`src/rtl/alu_pkg.sv`:
```
// Shared definitions for the LC-3 operate-instruction issue path:
// opcodes, ALU selects, controller states and the latched instruction fields.
package alu_pkg;

  localparam int unsigned DATA_W = 16;
  localparam int unsigned REG_W  = 3;
  localparam int unsigned OP_W   = 4;
  localparam int unsigned SEL_W  = 2;
  localparam int unsigned IMM_W  = 5;

  localparam logic [OP_W-1:0] OP_ADD = 4'b0001;
  localparam logic [OP_W-1:0] OP_AND = 4'b0101;
  localparam logic [OP_W-1:0] OP_NOT = 4'b1001;

  localparam logic [SEL_W-1:0] SEL_PASS = 2'b00;
  localparam logic [SEL_W-1:0] SEL_ADD  = 2'b01;
  localparam logic [SEL_W-1:0] SEL_AND  = 2'b10;
  localparam logic [SEL_W-1:0] SEL_NOT  = 2'b11;

  typedef enum logic [2:0] {IDLE, RD1, RD2, EXEC, WB, ILL} state_t;

  typedef struct packed {
    logic [SEL_W-1:0] sel;
    logic             imm_mode;
    logic [REG_W-1:0] dr;
    logic [IMM_W-1:0] low5;
  } instr_t;

  // SEL_PASS doubles as the "illegal" marker: no legal operate maps to pass-A.
  function automatic logic [SEL_W-1:0] decode_sel(input logic [OP_W-1:0] op,
                                                   input logic [5:0] low6);
    logic [SEL_W-1:0] sel;
    sel = SEL_PASS;
    case (op)
      OP_ADD:  sel = SEL_ADD;
      OP_AND:  sel = SEL_AND;
      OP_NOT:  if (low6 == 6'b111111) sel = SEL_NOT;
      default: sel = SEL_PASS;
    endcase
    return sel;
  endfunction

  function automatic logic [DATA_W-1:0] sext5(input logic [IMM_W-1:0] imm);
    return {{(DATA_W-IMM_W){imm[IMM_W-1]}}, imm};
  endfunction

endpackage

```
`src/rtl/nzp_logic.sv`:
```
// Condition-code classifier: result to {N,Z,P}. Shared with the load path.
module nzp_logic
  import alu_pkg::*;
(
  input  logic [DATA_W-1:0] result,
  output logic [2:0]        nzp_c
);

  always_comb begin
    nzp_c = 3'b001;
    if (result[DATA_W-1])
      nzp_c = 3'b100;
    else if (result == '0)
      nzp_c = 3'b010;
  end

endmodule

```
`src/rtl/alu_issue_ctrl.sv`:
```
// Multi-cycle issue controller for LC-3 ADD/AND/NOT: reads operands through one
// register-file port, drives the ALU, writes back and updates NZP.
module alu_issue_ctrl
  import alu_pkg::*;
(
  input  logic              Clk,
  input  logic              Reset,
  input  logic              Instr_Valid,
  input  logic [DATA_W-1:0] IR,
  output logic              Instr_Ready,
  output logic [REG_W-1:0]  RF_RdAddr,
  input  logic [DATA_W-1:0] RF_RdData,
  output logic [SEL_W-1:0]  ALU_Sel,
  output logic [DATA_W-1:0] ALU_A,
  output logic [DATA_W-1:0] ALU_B,
  input  logic [DATA_W-1:0] ALU_Out,
  output logic              RF_WrEn,
  output logic [REG_W-1:0]  RF_WrAddr,
  output logic [DATA_W-1:0] RF_WrData,
  output logic [2:0]        NZP,
  output logic              Done,
  output logic              Illegal
);

  state_t              state, state_n;
  instr_t              instr_q, dec;
  logic [DATA_W-1:0]   a_q;
  logic                reg_mode;
  logic [DATA_W-1:0]   imm_b;
  logic [2:0]          nzp_wb;

  logic                ready_n;
  logic [REG_W-1:0]    rd_addr_n;
  logic [SEL_W-1:0]    sel_n;
  logic [DATA_W-1:0]   a_n, b_n;
  logic                wr_en_n;
  logic [REG_W-1:0]    wr_addr_n;
  logic [DATA_W-1:0]   wr_data_n;
  logic                done_n, illegal_n;

  always_comb begin
    dec          = '0;
    dec.sel      = decode_sel(IR[15:12], IR[5:0]);
    dec.imm_mode = IR[5];
    dec.dr       = IR[11:9];
    dec.low5     = IR[4:0];
  end

  assign reg_mode = (instr_q.sel != SEL_NOT) && !instr_q.imm_mode;
  assign imm_b    = (instr_q.sel == SEL_NOT) ? '0 : sext5(instr_q.low5);

  nzp_logic u_nzp (
    .result (RF_WrData),
    .nzp_c  (nzp_wb)
  );

  // Outputs are registered, so each is computed for the state being entered.
  always_comb begin
    state_n   = state;
    rd_addr_n = '0;
    sel_n     = SEL_PASS;
    a_n       = '0;
    b_n       = '0;
    wr_en_n   = 1'b0;
    wr_addr_n = '0;
    wr_data_n = '0;
    done_n    = 1'b0;
    illegal_n = 1'b0;
    unique case (state)
      IDLE: begin
        if (Instr_Valid && Instr_Ready) begin
          if (dec.sel != SEL_PASS) begin
            state_n   = RD1;
            rd_addr_n = IR[8:6];
          end else begin
            state_n   = ILL;
            illegal_n = 1'b1;
          end
        end
      end
      RD1: begin
        if (reg_mode) begin
          state_n   = RD2;
          rd_addr_n = instr_q.low5[REG_W-1:0];
        end else begin
          state_n = EXEC;
          sel_n   = instr_q.sel;
          a_n     = RF_RdData;
          b_n     = imm_b;
        end
      end
      RD2: begin
        state_n = EXEC;
        sel_n   = instr_q.sel;
        a_n     = a_q;
        b_n     = RF_RdData;
      end
      EXEC: begin
        state_n   = WB;
        wr_en_n   = 1'b1;
        wr_addr_n = instr_q.dr;
        wr_data_n = ALU_Out;
        done_n    = 1'b1;
      end
      WB:      state_n = IDLE;
      ILL:     state_n = IDLE;
      default: state_n = IDLE;
    endcase
    ready_n = (state_n == IDLE);
  end

  always_ff @(posedge Clk or posedge Reset) begin
    if (Reset) begin
      state       <= IDLE;
      instr_q     <= '0;
      a_q         <= '0;
      Instr_Ready <= 1'b1;
      RF_RdAddr   <= '0;
      ALU_Sel     <= SEL_PASS;
      ALU_A       <= '0;
      ALU_B       <= '0;
      RF_WrEn     <= 1'b0;
      RF_WrAddr   <= '0;
      RF_WrData   <= '0;
      NZP         <= 3'b010;
      Done        <= 1'b0;
      Illegal     <= 1'b0;
    end else begin
      state       <= state_n;
      Instr_Ready <= ready_n;
      RF_RdAddr   <= rd_addr_n;
      ALU_Sel     <= sel_n;
      ALU_A       <= a_n;
      ALU_B       <= b_n;
      RF_WrEn     <= wr_en_n;
      RF_WrAddr   <= wr_addr_n;
      RF_WrData   <= wr_data_n;
      Done        <= done_n;
      Illegal     <= illegal_n;
      if (state == IDLE && Instr_Valid && Instr_Ready)
        instr_q <= dec;
      if (state == RD1)
        a_q <= RF_RdData;
      // Condition codes take the retiring result at the end of writeback.
      if (state == WB)
        NZP <= nzp_wb;
    end
  end

endmodule
```
`config.mk`:
```
export PLATFORM = sky130hd
export DESIGN_NAME = alu_issue_ctrl
export DESIGN_NICKNAME = d
export VERILOG_FILES = /design/src/rtl/alu_pkg.sv /design/src/rtl/nzp_logic.sv /design/src/rtl/alu_issue_ctrl.sv
export SDC_FILE = /design/constraint.sdc
export NUM_CORES = 1
export LEC_CHECK = 0
export ABC_CLOCK_PERIOD_IN_PS = 3300
export CAP_MARGIN = 10
export CORE_MARGIN = 5
export CORE_UTILIZATION = 30
export DETAILED_ROUTE_END_ITERATION = 8
export SLEW_MARGIN = 25
export SYNTH_ARGS = -nofsm -noshare
export SYNTH_HDL_FRONTEND = slang
export SYNTH_HIERARCHICAL = 1
export SYNTH_SLANG_ARGS = --single-unit
```
`constraint.sdc`:
```
create_clock -name Clk -period 3.3 [get_ports Clk]
set_clock_uncertainty 0.2 [all_clocks]
set_input_delay 0.66 -clock Clk [delete_from_list [all_inputs] [get_ports Clk]]
set_output_delay 0.66 -clock Clk [all_outputs]
set_load 0.01 [all_outputs]
```
After elaboration in Yosys (flattened, before gate mapping). Cells that the tools add are included.

Equality and inequality tests: 10. Multiplexer cells: 25. Reduce and logical (&&, ||, !) cells: 9.

Operators with widths (count): 16-bit two-way mux (4); 16-bit one-hot mux with 2 select lines (2); 3-bit two-way mux (7); 16-bit zero test (1); 3-bit one-hot mux with 4 select lines (1); 3-bit by 2-bit == test with 1-bit output, second input constant (2); 6-bit == test, second input constant (1); 3-bit zero test (2); 2-bit two-way mux (3); 2-bit one-hot mux with 3 select lines (1); 3-bit one-hot mux with 2 select lines (1); 1-bit two-way mux (5); 4-bit by 1-bit == test with 1-bit output, second input constant (1); 4-bit by 3-bit == test with 1-bit output, second input constant (1); 4-bit == test, second input constant (1); 1-bit logical AND (4); 2-bit one-hot mux with 2 select lines (1); 3-bit by 1-bit == test with 1-bit output, second input constant (1); 3-bit == test, second input constant (1); 2-bit == test, second input constant (1); 2-bit != test, second input constant (1); 2-bit nonzero test (1); 1-bit zero test (1).

Register bits after elaboration: 92. Input port bits: 51.

Longest topological paths before layout. Gate-level depths: netlist of run 1.

Word-level depth: 8. Gate-level depth with buffers: 5. Mapped depth without buffers: 3.

Hierarchy. The synthesis of run 1 kept the hierarchy.

By module, submodules not included: alu_issue_ctrl (times used 1, cells an instance 229, area each 3398.3 um2); nzp_logic (times used 1, cells an instance 7, area each 50.0 um2).

Least setup slack after synthesis of run 1. No wires, ideal clock.

Path kind: register to register. Start: register Instr_Ready. End: register instr_q[0] in the netlist's numbering. Setup time: 125 ps. Arrival: 1467 ps. Slack: 1508 ps. Cell stages (with the launch flop): 5. Period minus slack after synthesis: 1792 ps. Cell sequence: dfstp_2 -> nor4b_4 -> nand2_2 -> buf_6 -> mux2_4.

Longest elaborated chain between the ends: 1.

Ends and longest elaborated chain: start: declaration (line alu_issue_ctrl.sv:10) `output logic Instr_Ready,`; start signal: assignment (line alu_issue_ctrl.sv:130) `Instr_Ready <= ready_n;`; 1-bit logical AND (line alu_issue_ctrl.sv:140) `if (state == IDLE && Instr_Valid && Instr_Ready)`; end signal: assignment (line alu_issue_ctrl.sv:115) `instr_q <= '0;`; end signal: assignment (line alu_issue_ctrl.sv:141) `instr_q <= dec;`; end: declaration (line alu_issue_ctrl.sv:26) `instr_t instr_q, dec;`.

Every way passes these cells. A chain may end at the register's enable or synchronous reset.

Final worst setup path of run 1.
Start: register Instr_Ready. End: output port Instr_Ready.

No word-level cell between the ends.

==> metrics.yaml, run 1 <==
antennaDiodeCount: 0
drc: 0
vdd_drop_max_v: 0.000345
place_ws_ps: 1030
hold_ws_ps: 283
synth_top_cell_by_area: "dfrtp_1"
viasPerCell: 4.51
synth_fp_nets: 287
cp_slowest_cell: "clkdlybuf4s50_1"
postSynthAreaPerCell_um2: 14.6
cts_hold_buf: 0
post-route-period-util: 0.692
endpoint_kind: "output pin"
ctsResizeCount: 0
numCtsBuffers: 9
first_iter_violations: 95
finish.utilization: 0.444
ant_nets: 0
setup_ws_ps: 1020
r2r_slack_ps: 1220
crit_family: "buffers and inverters"
worst_slew_pin_slew_ps: 738
routed_wl_um: 8010
synth_cell_type_count: 36
path_max_fanout: 2
grt_overflow: 0
r2r-end: "ALU_B[9]"
die_h_um: 117
port_buffers: 113
status: "finished clean"
dr.pass1.iters: 6
maxCapViolations: 0
grt_max_degree: 52
clk-insertion-delay-late_ps: 330
drive_gt1_frac: 0.153
finalHoldViolCount: 0
ys_seq_elements: 92
syn_area_um2: 3450
mostFrequentLayoutCells: "clkdlybuf4s50_1 (113), dfrtp_1 (90), mux2_2 (22)"
relSlewSlack: 0.507
cts_tree: "yes"
area_growth_pct: 45.6
htree_levels: 3
max_freq_ghz: 0.438
nets: 401
cts-root-buf: "clkbuf_16"
synth.area.top_cells: "dfrtp_1 (65%), mux2_2 (7.2%), a22o_1 (5.3%), and2_1 (3.4%), a21o_1 (2.6%)"
hpwl_um: 5850
cp.arrival_ps: 1420
p_total_mw: 4.36
ys_seq_area_frac: 0.668
num_io_pins: 114
rows: 39
yosys_warnings: 6
avgRoutedWirePerCell_um: 16.2
antenna_found_initial: 0
clk_path_buf_depth: 2
rsz0062_at_grt: "no"
p_leak_nw: 2.29
netlist.area_leader.share: 0.653
r2r-start: "state[2]"
period_needed_ps: 2280
grt_pass1_wl_um: 12700
path_class: "flop to output pin"
hold_end: "RF_WrAddr[2]"
postSynthCellCount: 236
initial_core_util: 0.305
place_congestion: 0.728
max_stage_delay_ps: 560
worstSetupStartpointType: "flop"
cts.sinks: 92
mostFrequentLayoutCell: "clkdlybuf4s50_1"
path_cells: "clkdlybuf4s50_1"
cp.buffers_inverters: 1
setup_tns_ps: 0
setup_viol: 0
die_w_um: 117
grt_pass1_vias: 2423
coreArea_um2: 11300
report.final.slew_viol_count: 0
vias: 2239
clk_pin_slew_ps: 60
hold_path_depth: 1
post_cts_buffers: 0
hp-class: "flop to flop"
track_usage: 0.122
worst-endpoint-required_ps: 2440
die_area_um2: 13700
powerDensity_nw_per_um2: 868
r2r_cells: 4
hold_start: "instr_q[7]"
## power breakdown
| group | total [mW] | internal, mW | switching (mW) |
|---|---|---|---|
| clock network | 0.952 | 0.564 | 0.388 |
| logic | 1.61 | 0.963 | 0.644 |
| registers | 1.80 | 1.57 | 0.230 |
| total | 4.36 | 3.10 | 1.26 |
## final cells by class
class                   count  area, um^2
multi-input cells         128        1080
clock inverters             1        7.51
fillers                  1096        6300
repair buffers            117        1170
flip-flops and latches     92        2300
clock buffers              13         270
inverters                   2        10.0
well taps                 143         179
## registers in the layout, summed over array words and instances, names as in the netlist
name	flops
Done	1
Instr_Ready	1
RF_WrAddr	3
RF_WrData	16
ALU_Sel	2
ALU_B	16
instr_q	11
state	3
a_q	16
Illegal	1
NZP	3
RF_RdAddr	3
ALU_A	16
## how the worst max path moves through the flow
stage           startpoint          end  cells after the start
6_report       Instr_Ready  Instr_Ready                      1
5_1_grt        Instr_Ready  Instr_Ready                      1
4_1_cts        Instr_Ready  Instr_Ready                      1
3_5_place_dp   Instr_Valid   instr_q[2]                      3
3_3_place_gp   Instr_Valid   instr_q[0]                      3
2_1_floorplan        Reset     ALU_A[0]                      1
## kinds of logic (layout without fill, tap and decap cells)
family          after synthesis  count (layout)  synth area share
buf+inv                      16             133            0.0236
flops                        92              92             0.668
simple gates                 50              50            0.0987
mux                          28              28            0.0980
compound gates               50              50             0.111
## Yosys cell counts
master,instances
a211o_1,1
a21o_1,12
a21oi_1,4
a22o_1,21
a41oi_1,1
and2_1,19
and3_1,1
and3b_1,1
and4_1,2
and4b_1,1
buf_1,1
buf_2,5
buf_4,2
buf_6,1
clkbuf_1,5
dfrtp_1,90
dfstp_2,2
inv_1,2
mux2_2,22
mux2_4,6
nand2_1,3
nand2_2,1
nand2b_1,1
nand3_1,4
nand3b_1,1
nand4_1,4
nor2_1,1
nor2b_1,3
nor3b_2,2
nor4_1,4
nor4b_4,1
o21a_1,4
o21ai_0,5
o2bb2ai_1,1
o31a_1,1
or2_2,1
## through the flow
step	instances	area (um^2)
after floorplan	236	3450
after global placement	482	4740
after detailed placement	482	4740
after CTS	496	5020
after global routing	496	5020
final	496	5020
## layer usage
layer  vias up  global-route usage  wire [um]
met1      1109               0.155       3430
met2        55               0.199       4000
met4         0              0.0550        153
met3         8              0.0293        430
met5         -                   0          0
li1       1067                   -          -
(Power assumes the default switching activity.)
==> run 2, diff against run 1 <==
--- a/config.mk
+++ b/config.mk
@@ -5,7 +5,7 @@
 export SDC_FILE = /design/constraint.sdc
 export NUM_CORES = 1
 export LEC_CHECK = 0
-export ABC_CLOCK_PERIOD_IN_PS = 3300
+export ABC_CLOCK_PERIOD_IN_PS = 2200
 export CAP_MARGIN = 10
 export CORE_MARGIN = 5
 export CORE_UTILIZATION = 30
==> constraint.sdc (replaced) <==
create_clock -name Clk -period 2.2 [get_ports Clk]
set_clock_uncertainty 0.2 [all_clocks]
set_input_delay 0.44 -clock Clk [delete_from_list [all_inputs] [get_ports Clk]]
set_output_delay 0.44 -clock Clk [all_outputs]
set_load 0.01 [all_outputs]
==> run 2 against run 1 <==
Die area is the same; register-to-register slack lost 840 ps; total power grew 53%; via count grew 3.3%; non-clock buffer count grew 7; critical path depth is the same; critical endpoint unchanged.
==> metrics.yaml, run 2 (synthesis results as in run 1) <==
mostFrequentLayoutCells: "clkdlybuf4s50_1 (113), dfrtp_1 (90), mux2_2 (22)"  # unchanged
clk_pin_slew_ps: 60  # about the same
antennaDiodeCount: 0  # unchanged
vias: 2313  # was 2,239
post-route-period-util: 0.931
setup_viol: 0  # unchanged
clk_path_buf_depth: 2  # unchanged
first_iter_violations: 78  # was 95
post_cts_buffers: 0  # unchanged
setup_tns_ps: 0  # unchanged
area_growth_pct: 47.6  # was 45.6%
ctsResizeCount: 0  # unchanged
viasPerCell: 4.58  # was 4.51
vdd_drop_max_v: 0.000474  # was 0.000345 V
path_max_fanout: 2  # unchanged
cp_slowest_cell: "clkdlybuf4s50_1"  # unchanged
cts-root-buf: "clkbuf_16"  # unchanged
cts_hold_buf: 0  # unchanged
grt_max_degree: 57  # was 52
grt_pass1_wl_um: 13100  # was 12,700 um
drc: 0  # unchanged
path_cells: "clkdlybuf4s50_1"  # unchanged
worst-endpoint-required_ps: 1560  # was 2440 ps
status: "finished clean"  # unchanged
cts_tree: "yes"  # unchanged
numCtsBuffers: 9  # unchanged
r2r_slack_ps: 380  # was 1220 ps
cts.sinks: 92  # unchanged
die_area_um2: 13700  # unchanged
crit_family: "buffers and inverters"  # unchanged
num_io_pins: 114  # unchanged
initial_core_util: 0.305  # unchanged
max_stage_delay_ps: 560  # about the same
p_leak_nw: 2.32  # was 2.29 nW
hold_path_depth: 1  # unchanged
die_w_um: 117  # unchanged
maxCapViolations: 0  # unchanged
avgRoutedWirePerCell_um: 15.9  # was 16.2 um
place_congestion: 0.726  # was 0.728
period_needed_ps: 2050
hpwl_um: 6000  # was 5850 um
place_ws_ps: 285  # was 1030 ps
max_freq_ghz: 0.488
path_class: "flop to output pin"  # unchanged
coreArea_um2: 11300  # unchanged
cp.buffers_inverters: 1  # unchanged
port_buffers: 113  # unchanged
powerDensity_nw_per_um2: 1310  # was 868 nW/um^2
relSlewSlack: 0.603  # was 0.507
dr.pass1.iters: 5  # was 6
hp-class: "flop to flop"  # unchanged
worst_slew_pin_slew_ps: 590  # was 738 ps
worstSetupStartpointType: "flop"  # unchanged
cp.depth: 1  # unchanged
rsz0062_at_grt: "no"  # unchanged
mostFrequentLayoutCell: "clkdlybuf4s50_1"  # unchanged
nets: 408  # was 401
die_h_um: 117  # unchanged
routed_wl_um: 8050  # was 8010 um
hold_ws_ps: 285  # was 283 ps
rows: 39  # unchanged
clk-insertion-delay-late_ps: 330  # about the same
grt_pass1_vias: 2476  # was 2,423
report.final.slew_viol_count: 0  # unchanged
antenna_found_initial: 0  # unchanged
htree_levels: 3  # unchanged
ant_nets: 0  # unchanged
cp.arrival_ps: 1410  # was 1420 ps
r2r_cells: 3  # was 4
fill_cells: 1071  # was 1,096
finalHoldViolCount: 0  # unchanged
grt_overflow: 0  # unchanged
track_usage: 0.125  # was 0.122
setup_ws_ps: 152  # was 1020 ps
drive_gt1_frac: 0.174  # was 0.153
endpoint_kind: "output pin"  # unchanged
## run 2: cell count changes in the layout (fill, tap and decap cells not counted), sizes merged
cell	before	now
clkinvlp	1	3
inv	2	1
clkinv	0	1
buf	4	11
## run 2: power breakdown
part | switching, mW | leakage, nW | total (mW) | internal [mW]
Sequential | 0.340 | 1.20 | 2.69 | 2.35
Clock | 0.616 | 0.138 | 1.47 | 0.857
Combinational | 0.985 | 0.986 | 2.48 | 1.50
Total | 1.94 | 2.32 | 6.65 | 4.71
## run 2: final cells by class
type                       instances  area, um^2  area share
tap                              143         179      0.0352
clock inverter                     3        20.0     0.00393
clock buffer                      13         270      0.0531
multi-input combinational        128        1080       0.212
timing repair buffer             124        1230       0.241
inverter                           2        11.3     0.00221
sequential                        92        2300       0.453
## run 2: path summary, 6_finish.rpt
kind                                   from           end
worst max-delay path            Instr_Ready   Instr_Ready
worst min-delay path             instr_q[7]  RF_WrAddr[2]
worst max register to register     state[2]    instr_q[1]
worst min register to register   instr_q[7]  RF_WrAddr[2]
max in group asynchronous             Reset        a_q[6]
min in group asynchronous             Reset        NZP[2]
## run 2: per-layer routing
| metal | vias to the layer above | routed length, um | track usage |
|---|---|---|---|
| met5 | - | 0 | 0 |
| met2 | 63 | 4090 | 0.205 |
| li1 | 1087 | - | - |
| met3 | 11 | 351 | 0.0216 |
| met1 | 1152 | 3460 | 0.162 |
| met4 | 0 | 152 | 0.0566 |
## run 2: through the flow
step	total power [mW]	cells	utilization	area (um^2)
after floorplan	3.99	236	-	3450
after global placement	5.20	489	0.424	4800
after detailed placement	5.26	489	0.424	4800
after CTS	6.75	505	0.449	5090
after global routing	7.07	505	0.449	5090
final	6.65	505	0.449	5090
==> run 3, diff against run 2 <==
--- a/config.mk
+++ b/config.mk
@@ -10,6 +10,7 @@
 export CORE_MARGIN = 5
 export CORE_UTILIZATION = 30
 export DETAILED_ROUTE_END_ITERATION = 8
+export HOLD_SLACK_MARGIN = 0.05
 export SLEW_MARGIN = 25
 export SYNTH_ARGS = -nofsm -noshare
 export SYNTH_HDL_FRONTEND = slang
==> results of run 3 <==
Final layout, timing and power as in run 2 (identical DEF).
